[src/rtl/axi_sim_console.sv]
// AXI write-only console/exit endpoint: byte lanes of console stores feed a first-word-fall-through char FIFO,
// stores to the exit line latch a sticky exit code. One outstanding write; the beat counter ends each burst.
module axi_sim_console #(
    parameter logic [39:0] BASE_ADDR  = 40'h90000000,
    parameter int          FIFO_DEPTH = 16,
    parameter int          ID_W       = 8
) (
    input  logic            clk,
    input  logic            rst_b,
    input  logic            awvalid,
    output logic            awready,
    input  logic [39:0]     awaddr,
    input  logic [3:0]      awlen,
    input  logic [ID_W-1:0] awid,
    input  logic            wvalid,
    output logic            wready,
    input  logic [127:0]    wdata,
    input  logic [15:0]     wstrb,
    input  logic            wlast,
    output logic            bvalid,
    input  logic            bready,
    output logic [1:0]      bresp,
    output logic [ID_W-1:0] bid,
    output logic            char_vld,
    input  logic            char_rdy,
    output logic [7:0]      char_data,
    output logic            sim_done,
    output logic            sim_pass,
    output logic [31:0]     exit_code
);
    localparam int          PW        = $clog2(FIFO_DEPTH);
    localparam logic [35:0] CON_LINE  = BASE_ADDR[39:4];
    localparam logic [35:0] EXIT_LINE = BASE_ADDR[39:4] + 36'd1;
    localparam logic [1:0]  RESP_OKAY   = 2'b00;
    localparam logic [1:0]  RESP_SLVERR = 2'b10;
    localparam logic [1:0]  RESP_DECERR = 2'b11;

    typedef enum logic [1:0] {ST_IDLE, ST_DATA, ST_UNPACK, ST_RESP} state_t;

    state_t              state_q, state_d;
    logic [35:0]         line_q, line_d;
    logic [3:0]          len_q, len_d;
    logic [ID_W-1:0]     id_q, id_d;
    logic [3:0]          beat_q, beat_d;
    logic [1:0]          err_q, err_d;
    logic [3:0][7:0]     bytes_q, bytes_d;
    logic [3:0]          mask_q, mask_d;
    logic                done_q, done_d;
    logic                pass_q, pass_d;
    logic [31:0]         code_q, code_d;
    logic [PW:0]         wptr_q, wptr_d;
    logic [PW:0]         rptr_q, rptr_d;
    logic [7:0]          mem [FIFO_DEPTH];

    logic        aw_hs, w_hs;
    logic [35:0] line;
    logic        is_con, is_exit, last_beat;
    logic [3:0]  lane_mask, mask_rem;
    logic [1:0]  lane;
    logic        full, empty, push, pop, unpack_done, beat_end;
    logic        unused_ok;

    assign unused_ok = ^{awaddr[3:0], wstrb[15:13], wstrb[11:9], wstrb[7:5],
                         wdata[127:104], wdata[95:72], wdata[63:40]};

    assign aw_hs     = awvalid && awready;
    assign w_hs      = wvalid && wready;
    assign line      = line_q + {32'd0, beat_q};
    assign is_con    = (line == CON_LINE);
    assign is_exit   = (line == EXIT_LINE);
    assign last_beat = (beat_q == len_q);
    assign lane_mask = {wstrb[12], wstrb[8], wstrb[4], wstrb[0]};

    // Lowest set lane wins so characters leave in ascending address order.
    always_comb begin
        lane = 2'd0;
        for (int k = 3; k >= 0; k--) begin
            if (mask_q[k]) lane = 2'(k);
        end
    end
    assign mask_rem = mask_q & ~(4'b0001 << lane);

    assign empty = (wptr_q == rptr_q);
    assign full  = (wptr_q[PW] != rptr_q[PW]) && (wptr_q[PW-1:0] == rptr_q[PW-1:0]);
    assign pop   = !empty && char_rdy;
    // A pop in the same cycle frees the slot, so a full FIFO can still accept.
    assign push  = (state_q == ST_UNPACK) && (!full || pop);
    assign unpack_done = push && (mask_rem == 4'b0000);
    assign beat_end    = ((state_q == ST_DATA) && w_hs && !(is_con && lane_mask != 4'b0000))
                       || unpack_done;

    always_ff @(posedge clk) begin
        if (!rst_b) begin
            state_q <= ST_IDLE;
        end else begin
            state_q <= state_d;
        end
    end

    always_comb begin
        state_d = state_q;
        case (state_q)
            ST_IDLE:   if (aw_hs) state_d = ST_DATA;
            ST_DATA: begin
                if (w_hs) begin
                    if (is_con && lane_mask != 4'b0000) state_d = ST_UNPACK;
                    else if (last_beat)                 state_d = ST_RESP;
                end
            end
            ST_UNPACK: if (unpack_done) state_d = last_beat ? ST_RESP : ST_DATA;
            ST_RESP:   if (bready) state_d = ST_IDLE;
            default:   state_d = ST_IDLE;
        endcase
    end

    always_comb begin
        awready   = (state_q == ST_IDLE);
        wready    = (state_q == ST_DATA);
        bvalid    = (state_q == ST_RESP);
        bresp     = bvalid ? err_q : RESP_OKAY;
        bid       = bvalid ? id_q : '0;
        char_vld  = !empty;
        char_data = empty ? 8'd0 : mem[rptr_q[PW-1:0]];
        sim_done  = done_q;
        sim_pass  = pass_q;
        exit_code = code_q;
    end

    always_comb begin
        line_d  = line_q;
        len_d   = len_q;
        id_d    = id_q;
        beat_d  = beat_q;
        err_d   = err_q;
        bytes_d = bytes_q;
        mask_d  = mask_q;
        done_d  = done_q;
        pass_d  = pass_q;
        code_d  = code_q;
        wptr_d  = wptr_q + {{PW{1'b0}}, push};
        rptr_d  = rptr_q + {{PW{1'b0}}, pop};
        if (aw_hs) begin
            line_d = awaddr[39:4];
            len_d  = awlen;
            id_d   = awid;
            beat_d = 4'd0;
            err_d  = RESP_OKAY;
        end
        if (w_hs) begin
            bytes_d = {wdata[103:96], wdata[71:64], wdata[39:32], wdata[7:0]};
            mask_d  = lane_mask;
            // A wlast/counter disagreement outranks a bad address.
            if ((wlast != last_beat) || (err_q == RESP_SLVERR)) err_d = RESP_SLVERR;
            else if (!is_con && !is_exit)                       err_d = RESP_DECERR;
            if (is_exit && wstrb[3:0] == 4'hf && !done_q) begin
                done_d = 1'b1;
                pass_d = (wdata[31:0] == 32'd0);
                code_d = wdata[31:0];
            end
        end
        if (push) mask_d = mask_rem;
        if (beat_end && !last_beat) beat_d = beat_q + 4'd1;
    end

    always_ff @(posedge clk) begin
        if (!rst_b) begin
            line_q  <= '0;
            len_q   <= '0;
            id_q    <= '0;
            beat_q  <= '0;
            err_q   <= RESP_OKAY;
            bytes_q <= '0;
            mask_q  <= '0;
            done_q  <= 1'b0;
            pass_q  <= 1'b0;
            code_q  <= '0;
            wptr_q  <= '0;
            rptr_q  <= '0;
        end else begin
            line_q  <= line_d;
            len_q   <= len_d;
            id_q    <= id_d;
            beat_q  <= beat_d;
            err_q   <= err_d;
            bytes_q <= bytes_d;
            mask_q  <= mask_d;
            done_q  <= done_d;
            pass_q  <= pass_d;
            code_q  <= code_d;
            wptr_q  <= wptr_d;
            rptr_q  <= rptr_d;
        end
    end

    always_ff @(posedge clk) begin
        if (push) mem[wptr_q[PW-1:0]] <= bytes_q[lane];
    end
endmodule

[config.mk]
export PLATFORM = sky130hd
export DESIGN_NAME = axi_sim_console
export DESIGN_NICKNAME = d
export VERILOG_FILES = /design/src/rtl/axi_sim_console.sv
export SDC_FILE = /design/constraint.sdc
export NUM_CORES = 1
export LEC_CHECK = 0
export CAP_MARGIN = 25
export CORE_MARGIN = 4
export CORE_UTILIZATION = 24
export CTS_CLUSTER_DIAMETER = 40
export DETAILED_ROUTE_END_ITERATION = 8
export MAX_ROUTING_LAYER = met4
export SLEW_MARGIN = 20
export SYNTH_ARGS = -nofsm -noshare
export SYNTH_HDL_FRONTEND = slang
export SYNTH_SLANG_ARGS = --single-unit
[constraint.sdc]
create_clock -name clk -period 4.85 [get_ports clk]
set_input_delay 1.455 -clock clk [delete_from_list [all_inputs] [get_ports clk]]
set_output_delay 1.455 -clock clk [all_outputs]
set_load 0.03 [all_outputs]
==> results of run 1 <==
-- final cells by class --
class                      instances  area, um^2  area share [%]
antenna                            1        2.50          0.0166
clock buffer                      49        1020            6.79
clock inverter                    21         285            1.89
inverter                           9        36.3           0.241
multi-input combinational        669        4480            29.8
sequential                       264        6570            43.6
tap                              607         759            5.04
timing repair buffer             192        1900            12.6
-- state kept, by name, indices dropped and copies added (netlist names), 4 cells and up --
| register | flops |
|---|---|
| wptr_q | 5 |
| bytes_q | 32 |
| id_q | 8 |
| mask_q | 4 |
| beat_q | 4 |
| line_q | 36 |
| len_q | 4 |
| mem | 128 |
| rptr_q | 5 |
| exit_code | 32 |
-- stage by stage --
step / util, % / total power [mW] / cells
5_1_grt: 32.2 / 6.07 / 1812
6_report: 32.2 / 5.83 / 1812
4_1_cts: 32.2 / 5.91 / 1811
3_5_place_dp: 29.4 / 3.08 / 1741
2_1_floorplan: - / 2.82 / 1004
3_3_place_gp: 29.4 / 3.07 / 1741
-- routing by layer --
layer / track usage [%] / part of all wire [%] / up-vias
li1: - / - / 4027
met5: - / 0 / -
met1: 15.3 / 45 / 4064
met4: 3.81 / 2.7 / 0
met2: 18.7 / 46 / 237
met3: 3.04 / 6.2 / 47
-- power by group through the flow --
stage | clock (mW) | sequential [mW] | combinational [mW]
2_1_floorplan | 0 | 2.49 | 0.334
3_3_place_gp | 0 | 2.52 | 0.543
3_5_place_dp | 0 | 2.53 | 0.552
4_1_cts | 2.87 | 2.48 | 0.554
5_1_grt | 2.98 | 2.49 | 0.604
6_report | 2.81 | 2.48 | 0.543
-- cells in the final DEF (no fill, tap or decap), types with 4 or more instances in the layout --
cell type	instances
and4_1	5
nand2_1	195
nor2b_1	13
a21oi_1	88
clkdlybuf4s50_1	173
inv_6	6
a211oi_1	7
nor2_1	73
nand4_1	15
nor3_1	14
o21ai_0	12
and3_1	16
buf_4	17
edfxtp_1	128
nand3_1	20
or3_1	4
clkbuf_1	8
bufinv_16	5
mux4_2	40
dfxtp_1	135
mux2i_1	35
inv_1	8
clkbuf_16	38
xnor2_1	20
nand2b_1	5
xor2_1	8
a222oi_1	8
nor4_1	13
a31oi_1	5
and2_1	9
ha_1	9
-- worst max path at each step --
stage	start	endpoint	slack (ns)	depth (start not counted)
floorplan	rptr_q[0]	char_data[0]	1.03	5
global route	rptr_q[0]	char_data[7]	0.05	5
finish	rptr_q[0]	char_data[0]	0.21	5
global placement	rptr_q[0]	char_data[1]	0.70	5
CTS	rptr_q[0]	char_data[7]	0.13	5
detailed placement	rptr_q[0]	char_data[7]	0.69	5
-- logic make-up after synthesis --
kind of cell    synth area share (%)
compound gates                  8.71
xor+xnor                        2.16
fa+ha+maj                       1.25
buf+inv                         2.91
flops                           57.7
mux                             11.1
simple gates                    16.2
-- worst max-delay path: stages, from the launching register on --
cell and delay (ns):
dfxtp_2 0.59, buf_12 0.25, mux4_2 0.56, mux4_2 0.48, nor2b_1 0.19, clkdlybuf4s50_1 0.60
==> impl_metrics.csv, run 1 <==
group,metric,value,unit
timing,max-slew-margin-rel,39.6,%
grt,grt_pass1_vias,8579,
place,place_area,13700,um^2
outcome,status,"finished, final reports clean",
clock_tree,numClockSinks,264,
clock_tree,cts.reportedPaths.clkPinSlew,0.05,ns
layout,fill_cells,4671,
synthesis,syn_area_per_cell,11.3,um^2
clock_tree,cts.htree.levels,2,
timing,clock_skew,0.0184,ns
synthesis,synthTopCellsByArea,"edfxtp_1, dfxtp_1, mux4_2",
worst_setup_path,r2r_cells,12,
place,gp_congestion,0.863,
grt,grt_pass1_wl,47500,um
pwr,intPower,4.44,mW
die,fp.dieW,226,um
pwr,leakage,4.96,nW
clock_tree,ctsHoldBuffers,0,
timing,setup_slack,0.207,ns
clock_tree,worstSkewPairLatency,0.52,ns
synthesis,ys_types,70,
clock_tree,post_cts_resized,0,
pwr,pwr-share-comb,9.3,%
place,dp_hpwl,21300,um
layout,num-nets-final,1387,
worst_setup_path,r2r-start,"beat_q[0]",
place,place_ws,0.690,ns
synthesis,synth_top_area_cell,"edfxtp_1",
drt,first_iter_violations,496,
timing,slew_viol_final,0,
drt,vias,8375,
pwr,power_frac_clock,48.1,%
synthesis,synthTopCellsByCount,"nand2_1, dfxtp_1, edfxtp_1, a21oi_1, nor2_1",
worst_setup_path,worstPathRequired,3.39,ns
timing,timing.fmax,215,MHz
worst_hold_path,hold_class,"reg2reg",
pwr,ir_drop,0.324,mV
clock_tree,cts_tree,"built",
drt,antenna_left,0,
die,start_util,24.3,%
worst_hold_path,hp-start,"id_q[2]",
synthesis,synth_area,11400,um^2
drt,drc,0,
timing,fin_hold_ws,0.450,ns
clock_tree,clockBufferDepth,3,
timing,setup_viol,0,
die,row_count,79,
worst_setup_path,critPathArrivalTime,3.19,ns
worst_setup_path,cp_max_fo,17,
pwr,power.density,387,nW/um^2
timing,rsz0062_at_grt,"no",
synthesis,synth.ff_latch_count,264,
worst_setup_path,criticalPathCategory,"reg2out",
grt,track_usage,12.0,%
clock_tree,cts_buffers,38,
timing,setup_tns,0,ns
worst_setup_path,r2r-end,"exit_code[13]",
layout,drive_gt1_share,11.2,%
worst_setup_path,crit_path_end_kind,"primary output",
clock_tree,cts-root-buf,"clkbuf_16",
synthesis,synthMostInstantiatedCell,"nand2_1",
run,drv_cap,0,
synthesis,synth_top_area_share,33.8,%
synthesis,ys_warn_count,0,
timing,hold_viol,0,
worst_setup_path,cp-start-kind,"flop",
timing,period_minus_slack,4.64,ns
synthesis,synth_ff_type,"dfxtp_1",
pwr,power.switching,1.39,mW
layout,areaGrowthSynthToFinish,32.3,%
die,coreArea,46800,um^2
layout,stdcell_area,15100,um^2
synthesis,syn_nets,1217,
grt,antenna_found_initial,1,
drt,routed_wl,29900,um
die,die_y,226,um
drt,drt-wirelength-per-cell,16.5,um
die,pin_count,259,
synthesis,ys_async_sr_fraction,0,%
drt,vias_per_cell,4.62,
synthesis,synth_edf_count,128,
clock_tree,postCtsSetupBuffers,0,
synthesis,syn-instance-count,1004,
worst_hold_path,hold_depth,2,
place,port_buffers,173,
pwr,switching_share,23.9,%
timing,worst_slew_pin_slew,0.906,ns
drt,drtPass1Iterations,7,
grt,overflow,0,
timing,timing.final.crit_share,95.7,%
die,fp.dieArea,51000,um^2
grt,grt_start_max_net_pins,70,
worst_hold_path,holdPathEnd,"id_q[2]",
synthesis,synth_seq_area_share,57.7,%
pwr,seq_power_share,42.5,%
worst_setup_path,r2r_setup_slack,0.74,ns
Note: power is estimated with default switching activity, not from simulation.
==> inputs of run 2 (changes only) <==
CAP_MARGIN = 15   (was 25)
==> results of run 2 <==
Final layout, timing and power as in run 1 (identical DEF).
==> inputs of run 3 (changes only) <==
DONT_BUFFER_PORTS = 1   (was default)
PLACE_DENSITY = 0.35   (was default)
clock period = 4.35 ns   (was 4.85 ns; I/O delays follow)
==> run 3 against run 2 <==
Hold slack gained 0.0033 ns. Critical path type unchanged. Largest power group unchanged. Largest cell class unchanged. First-iteration DRC count down 10%. Critical path depth did not move. Wire length rose by 4.7%. Via count decreased by 8.3%. Cell area fell by 8.6%. Sequential share of layout area grew 4.1 points. Power up 19%. Critical endpoint is now char_data[5]. Count of clock-buffer cells in the layout is 9 higher. Register-to-register slack lost 0.13 ns. Global-route usage grew 0.49 points. Core utilization fell by 2.8 points.
==> impl_metrics.csv, run 3 (same netlist as run 1, synthesis figures left out) <==
group,metric,value,unit
drt,routed_wl,31300,um
drt,vias,7680,
timing,period_minus_slack,4.01,ns
grt,overflow,0,
clock_tree,cts_buffers,47,
timing,setup_tns,0,ns
layout,num-nets-final,1240,
clock_tree,cts.reportedPaths.clkPinSlew,0.05,ns
grt,track_usage,12.5,%
die,row_count,79,
die,start_util,24.3,%
place,gp_congestion,0.741,
worst_setup_path,cp_max_fo,18,
pwr,power.density,506,nW/um^2
drt,wl_met1,14700,um
grt,grt_pass1_wl,47400,um
layout,drive_gt1_share,15.7,%
timing,hold_viol,0,
layout,stdcell_count,1667,
clock_tree,post_cts_resized,0,
drt,drt-wirelength-per-cell,18.8,um
drt,wl_met2,13800,um
timing,timing.final.crit_share,92.1,%
timing,max-slew-margin-rel,25.2,%
layout,fin_util,29.4,%
place,dp_hpwl,21500,um
drt,drtPass1Iterations,8,
worst_setup_path,worst-path-buf-inv,2,
worst_hold_path,hold_class,"reg2reg",
drt,antenna_left,0,
timing,setup_viol,0,
drt,first_iter_violations,444,
die,pin_count,259,
outcome,status,"finished, final reports clean",
place,place_inst,1585,
drt,highest_layer,"met4",
grt,grt_start_max_net_pins,78,
clock_tree,cts-root-buf,"clkbuf_16",
worst_setup_path,critPathArrivalTime,2.70,ns
layout,final_common_cell,"nand2_1",
worst_setup_path,crit_chain,"buf_4 > mux4_2 > mux4_2 > nor2b_1 > buf_4",
die,coreArea,46800,um^2
timing,rsz0062_at_grt,"no",
clock_tree,postCtsSetupBuffers,0,
worst_setup_path,cp_slowest_cell,"mux4_2",
grt,grt_pass1_vias,7822,
worst_setup_path,crit_path_end_kind,"primary output",
layout,final_cell_mix,"nand2_1, dfxtp_1, edfxtp_1",
clock_tree,ctsHoldBuffers,0,
layout,antenna_cells,0,
timing,timing.fmax,250,MHz
pwr,ir_drop,0.239,mV
pwr,leakage,4.56,nW
timing,clock_skew,0.0270,ns
clock_tree,cts.htree.levels,2,
die,die_y,226,um
clock_tree,cts_tree,"built",
drt,wl_met3,1990,um
layout,fill_cells,4803,
place,port_buffers,0,
clock_tree,numClockSinks,264,
pwr,finalPower,6.96,mW
worst_setup_path,critPathMaxStageDelay,0.57,ns
drt,drc,0,
timing,slew_viol_final,0,
worst_setup_path,cp_top_family,"multiplexers",
timing,worst_slew_pin_slew,1.12,ns
layout,largest_reg_flops,128,
worst_setup_path,criticalPathCategory,"reg2out",
layout,areaGrowthSynthToFinish,20.9,%
worst_setup_path,cp-start-kind,"flop",
drt,vias_per_cell,4.61,
grt,antenna_found_initial,1,
run,drv_cap,0,
clock_tree,clockBufferDepth,3,
clock_tree,worstSkewPairLatency,0.57,ns
die,fp.dieArea,51000,um^2
worst_setup_path,worstPathRequired,3.04,ns
die,fp.dieW,226,um
-- run 3: worst paths after layout --
check	startpoint	endpoint	slack, ns	cells after the start
setup reg to reg	beat_q[0]	exit_code[10]	0.61	12
setup / recovery	rptr_q[0]	char_data[5]	0.34	5
hold reg to reg	id_q[1]	id_q[1]	0.45	2
hold / removal	id_q[1]	id_q[1]	0.45	2
-- run 3: metal layers --
layer	up-vias	track usage (%)
li1	3722	-
met1	3707	16.8
met2	198	17.8
met3	53	3.74
met4	0	4.39
met5	-	-
-- run 3: stage by stage --
step,hold WS [ns],instance area [um^2],worst slack [ns]
6_report,0.453,13800,0.345
5_1_grt,0.466,13800,0.201
4_1_cts,0.452,13800,0.247
3_5_place_dp,0.446,12200,0.548
3_3_place_gp,0.440,12200,0.573
2_1_floorplan,0.432,11400,0.680
-- run 3: area by class of cell --
type	count	area (um^2)	share of cell area (%)
Inverter	9	36.3	0.264
Timing Repair Buffer	36	295	2.15
Multi-Input combinational cell	669	4500	32.7
Clock inverter	24	343	2.49
Clock buffer	58	1260	9.14
Sequential cell	264	6570	47.7
Tap cell	607	759	5.52
-- run 3: worst register-to-register path, stage by stage, from the launching register on --
cell       delay (ns)
dfxtp_1          0.36
ha_1             0.24
fa_1             0.45
a211oi_1         0.38
or3_1            0.40
or4_1            0.18
o311ai_2         0.12
a2111oi_4        0.35
nand4_2          0.23
and4b_2          0.36
buf_12           0.24
mux2i_1          0.27
nor2_1           0.05
-- run 3: report_power, final --
part / internal (mW) / switching, mW
combinational: 0.177 / 0.309
clock: 2.46 / 1.25
sequential: 2.69 / 0.0732
